`src/rtl/gate_bist_pkg.sv`:
```
// Shared types for the gate BIST sequencer.
// Build option: GATE_BIST_STOP_ON_FAIL_EN ends a sweep at the first mismatch.
package gate_bist_pkg;

    typedef enum logic [2:0] {
        IDLE,
        DRIVE,
        SETTLE,
        CHECK,
        DONE
    } state_t;

    typedef enum logic [1:0] {
        OP_AND,
        OP_NAND,
        OP_OR,
        OP_XOR
    } gate_op_t;

    localparam int NUM_VECTORS = 4;

endpackage

```
`src/rtl/gate_ref_model.sv`:
```
// Expected output of the gate under test for a given function and input pair.
// Used by gate_bist_sequencer; see GATE_BIST_STOP_ON_FAIL_EN in the top.
module gate_ref_model
    import gate_bist_pkg::*;
(
    input  gate_op_t op,
    input  logic     a,
    input  logic     b,
    output logic     exp
);

    always_comb begin
        exp = 1'b0;
        unique case (op)
            OP_AND:  exp = a & b;
            OP_NAND: exp = ~(a & b);
            OP_OR:   exp = a | b;
            OP_XOR:  exp = a ^ b;
        endcase
    end

endmodule

```
`src/rtl/gate_bist_sequencer.sv`:
```
// Exhaustive truth-table sweep and response check for one 2-input gate.
// Define GATE_BIST_STOP_ON_FAIL_EN to end the sweep at the first mismatch.
module gate_bist_sequencer
    import gate_bist_pkg::*;
#(
    parameter int SETTLE_CYCLES = 1
) (
    input  logic       clk,
    input  logic       rst_n,
    input  logic       start,
    input  logic [1:0] op,
    output logic       dut_a,
    output logic       dut_b,
    input  logic       dut_r,
    output logic       busy,
    output logic       done,
    output logic       pass,
    output logic [2:0] err_count,
    output logic [3:0] fail_vec
);

    localparam logic [1:0] LAST_VEC = 2'(NUM_VECTORS - 1);
    localparam logic [3:0] SETTLE_LOAD = 4'(SETTLE_CYCLES - 1);

    state_t     state;
    gate_op_t   op_q;
    logic [1:0] vec;
    logic [3:0] settle_cnt;
    logic       exp;
    logic       mismatch;
    logic       last;
    logic [2:0] err_next;

    gate_ref_model u_ref (
        .op  (op_q),
        .a   (dut_a),
        .b   (dut_b),
        .exp (exp)
    );

    // X on dut_r must count as a failure, hence the 4-state compare
    assign mismatch = (dut_r !== exp);
    assign err_next = err_count + {2'b00, mismatch};

`ifdef GATE_BIST_STOP_ON_FAIL_EN
    assign last = (vec == LAST_VEC) || mismatch;
`else
    assign last = (vec == LAST_VEC);
`endif

    always_ff @(posedge clk) begin
        if (!rst_n) begin
            state      <= IDLE;
            op_q       <= OP_AND;
            vec        <= 2'd0;
            settle_cnt <= 4'd0;
            dut_a      <= 1'b0;
            dut_b      <= 1'b0;
            busy       <= 1'b0;
            done       <= 1'b0;
            pass       <= 1'b0;
            err_count  <= 3'd0;
            fail_vec   <= 4'd0;
        end else begin
            unique case (state)
                IDLE: begin
                    if (start) begin
                        op_q      <= gate_op_t'(op);
                        vec       <= 2'd0;
                        err_count <= 3'd0;
                        fail_vec  <= 4'd0;
                        pass      <= 1'b0;
                        busy      <= 1'b1;
                        state     <= DRIVE;
                    end
                end
                DRIVE: begin
                    {dut_a, dut_b} <= vec;
                    settle_cnt     <= SETTLE_LOAD;
                    state          <= SETTLE;
                end
                SETTLE: begin
                    if (settle_cnt == 4'd0) begin
                        state <= CHECK;
                    end else begin
                        settle_cnt <= settle_cnt - 4'd1;
                    end
                end
                CHECK: begin
                    err_count <= err_next;
                    fail_vec  <= fail_vec | (4'(mismatch) << vec);
                    if (last) begin
                        done  <= 1'b1;
                        pass  <= (err_next == 3'd0);
                        state <= DONE;
                    end else begin
                        vec   <= vec + 2'd1;
                        state <= DRIVE;
                    end
                end
                DONE: begin
                    done  <= 1'b0;
                    busy  <= 1'b0;
                    state <= IDLE;
                end
                default: state <= IDLE;
            endcase
        end
    end

endmodule
```
`config.mk`:
```
export PLATFORM = sky130hd
export DESIGN_NAME = gate_bist_sequencer
export DESIGN_NICKNAME = d
export VERILOG_FILES = /design/src/rtl/gate_bist_pkg.sv /design/src/rtl/gate_ref_model.sv /design/src/rtl/gate_bist_sequencer.sv
export SDC_FILE = /design/constraint.sdc
export NUM_CORES = 1
export LEC_CHECK = 0
export CORE_ASPECT_RATIO = 0.9
export CORE_MARGIN = 5
export CORE_UTILIZATION = 40
export CTS_CLUSTER_SIZE = 40
export DETAILED_ROUTE_END_ITERATION = 7
export HOLD_SLACK_MARGIN = 0.03
export PLACE_DENSITY = 0.73
export RECOVER_POWER = 50
export SETUP_SLACK_MARGIN = 0.05
export SLEW_MARGIN = 20
export SYNTH_ARGS = -nofsm -noshare
export SYNTH_HDL_FRONTEND = slang
export SYNTH_SLANG_ARGS = --single-unit
```
`constraint.sdc`:
```
create_clock -name clk -period 3.2 [get_ports clk]
set_clock_uncertainty 0.1 [all_clocks]
set_input_delay 0.48 -clock clk [delete_from_list [all_inputs] [get_ports clk]]
set_output_delay 0.48 -clock clk [all_outputs]
set_load 0.02 [all_outputs]
```
==> qor.csv <==
stage,metric,value,unit
route,number of routed nets with antenna violations,0,
clocking,Num CTS Buffers,3,
power_and_ir_drop,Max VDD drop,0.000177,V
critical_path,WP buf/inv,1,
clocking,H-tree depth,1,
logic_synthesis,synthesized area,0.00124,mm²
logic_synthesis,syn_area_per_cell,8.30,µm²
timing,crit share post-route,92.5,%
power_and_ir_drop,P per Cell Area,373,mW/mm²
critical_path,CP max-delay cell,or4b_1,
logic_synthesis,register area share after synthesis,37.0,%
timing,final setup fails,0,
critical_path,crit path cell chain,inv_1 -> ha_1 -> and2_1 -> or4b_1 -> and3_1 -> ha_1 -> ha_1 -> or4_1 -> a21oi_1,
grt,first-pass GRT wire length,4770,µm
layout,share of cells above drive strength 1,4.88,%
clocking,CTS Hold Buffers Added,0,
clocking,CTS tree,yes,
critical_path,Most common cell on crit path,ha_1,
grt,initial antenna violation count,0,
critical_path,WS Path Type,register to register,
floorplanning,Initial Util,41.2,%
timing,Max Fclk,338,MHz
grt,largest net degree at the start of global routing,21,
logic_synthesis,Synth Instances,150,
route,via count,1147,
layout,"commonest non-fill, non-tap cell in the layout",dfxtp_1,
critical_path,max incr delay on CP,560,ps
floorplanning,full die area,0.00433,mm²
timing,slew margin rel.,62.6,%
floorplanning,chip width,68.8,µm
timing,final hold vios,0,
floorplanning,Core ar.,0.00302,mm²
timing,min Tclk post-route,2960,ps
layout,Area Growth Syn to Fin,16.7,%
clocking,Post-CTS Setup Bufs,0,
timing,RSZ-0062 raised after global routing,no,
timing,Slew @ Worst Pin,559,ps
critical_path,crit-path max FO,5,
logic_synthesis,Yosys reg bits,23,
grt,total track usage,14.1,%
clocking,root buffer cell,clkbuf_4,
run_status,outcome,"complete, no violations",
floorplanning,row cnt,19,
grt,number of global-route vias before repair,1100,
critical_path,R2R Setup Slk,240,ps
route,post-route DRC violation count,0,
critical_path,critical path's top delay family,simple AND/OR/NAND/NOR gates,
placed_design,global placement routability congestion,0.819,
route,routed wire length per instance,13.5,µm
logic_synthesis,number of distinct library cells after synthesis,42,
hold_path,Worst Hold Class,register to register,
grt,GRT Residual Overflow,0,
route,Avg Vias per Cell,5.57,
clocking,clock slew at reported path FFs,140,ps
layout,final-stage net count,177,
floorplanning,Ports,18,
clocking,CTS resizes,0,
power_and_ir_drop,Final Total Pwr,542,µW
placed_design,Detailed Place HPWL,2040,µm
power_and_ir_drop,Pleak,0.536,nW
critical_path,CP Capture Type,register,
timing,TNS Setup,0,ps
clocking,Clock Path Buffers,2,
floorplanning,die height,62.9,µm
critical_path,crit path DAT,3110,ps
logic_synthesis,Syn Nets,162,
clocking,Sink Count,23,
layout,diodes inserted,0,
run,Max-Cap Viols,0,
route,drt pass-1 iters,4,
critical_path,Required @ worst endpoint,3350,ps
layout,"commonest non-fill, non-tap cells in the layout","dfxtp_1, nor2_1, o21ai_0, a21oi_1, clkdlybuf4s50_1",
logic_synthesis,Yosys warnings,0,
route,WL final,2780,µm
critical_path,CP Launch Type,register,
timing,Max Transition Viols Final,0,
route,initial DRC count,50,
clocking,clock latency on the worst-skew pair,330,ps
placed_design,IO Port Bufs,17,
-- synth_stat cells --
library cell,number,share of area (%)
a211oi_1,2,1.2
a21o_1,1,0.60
a21oi_1,12,4.8
a22oi_1,2,1.2
a2bb2oi_1,1,0.70
a31oi_1,1,0.50
a32o_1,1,0.80
a41oi_1,4,2.8
and2_1,2,1.0
and2_4,1,0.70
and2b_1,1,0.60
and3_1,1,0.50
and3b_1,1,0.70
and4_1,1,0.70
buf_2,1,0.40
buf_4,2,1.2
buf_6,1,0.90
clkbuf_1,3,0.90
dfxtp_1,23,37
ha_1,6,6.0
inv_1,9,2.7
mux2i_1,4,3.2
nand2_1,6,1.8
nand2b_1,2,1.0
nand3_1,4,1.6
nand3b_1,2,1.2
nor2_1,17,5.1
nor2b_1,3,1.5
nor3_1,6,2.4
nor3b_1,1,0.60
nor4_2,1,1.0
o211ai_1,1,0.60
o21a_1,1,0.60
o21ai_0,17,6.8
o31ai_1,1,0.60
or3_1,1,0.50
or4_1,1,0.60
or4_4,1,0.90
or4b_1,2,1.6
or4b_2,1,0.80
xnor2_1,1,0.70
xor2_1,1,0.70
-- final timing paths --
path,start,cells after the start,end
max,dut_a$_SDFFE_PN0P_,9,pass$_SDFFE_PN0P_
min,pass$_SDFFE_PN0P_,2,pass$_SDFFE_PN0P_
max reg2reg,dut_a$_SDFFE_PN0P_,9,pass$_SDFFE_PN0P_
min reg2reg,pass$_SDFFE_PN0P_,2,pass$_SDFFE_PN0P_
-- routing by layer --
layer  wire, µm  track usage [%]  up-vias
li1           -                -      573
met1       1270             17.6      533
met2       1320             22.9       32
met3        113             1.98        9
met4         80             7.30        0
met5          0                0        -
-- through the flow --
stage               setup slack (ps)  hold slack [ps]  instances  cell area, µm²  utilization, %
finish                           240              379        206            1450            48.1
global route                     109              415        206            1450            48.1
CTS                              227              386        206            1450            48.1
detailed placement               126              368        202            1430            47.2
global placement                 175              357        202            1430            47.2
floorplan                        282              367        150            1240               -
-- kinds of logic (layout without fill, tap and decap cells) --
kind of cell / after synthesis / in the layout / synth area share [%]
flip-flops: 23 / 23 / 37.0
AO/OA/AOI/OAI: 44 / 44 / 21.3
adder cells (fa/ha/maj): 6 / 6 / 6.03
buffers and inverters: 16 / 30 / 6.13
XOR/XNOR: 2 / 2 / 1.41
multiplexers: 4 / 4 / 3.22
AND/OR/NAND/NOR: 55 / 55 / 24.9
-- worst min-delay path, cell delays in order (launching register included) --
cell and delay (ps):
dfxtp_1 330, nand3_1 60, a21oi_1 60
-- power by group --
part,switching (mW),total (mW),leakage (nW),internal [mW]
sequential,0.0175,0.313,0.186,0.296
clock,0.0945,0.141,0.0177,0.0469
combinational,0.0477,0.0873,0.332,0.0396
total,0.160,0.542,0.536,0.382
-- state kept, by name, indices dropped and copies added (netlist names) --
register    cells
state           3
settle_cnt      4
err_count       3
vec             2
op_q            2
dut_b           1
fail_vec        4
dut_a           1
pass            1
done            1
busy            1
-- layout make-up --
cell class	instances	area [µm²]
clock buffers	3	22.5
clock inverters	1	5.00
flip-flops and latches	23	460
fillers	281	1570
inverters	9	33.8
repair buffers	17	170
well taps	42	52.6
multi-input cells	111	708
Note: power is estimated with default switching activity, not from simulation.
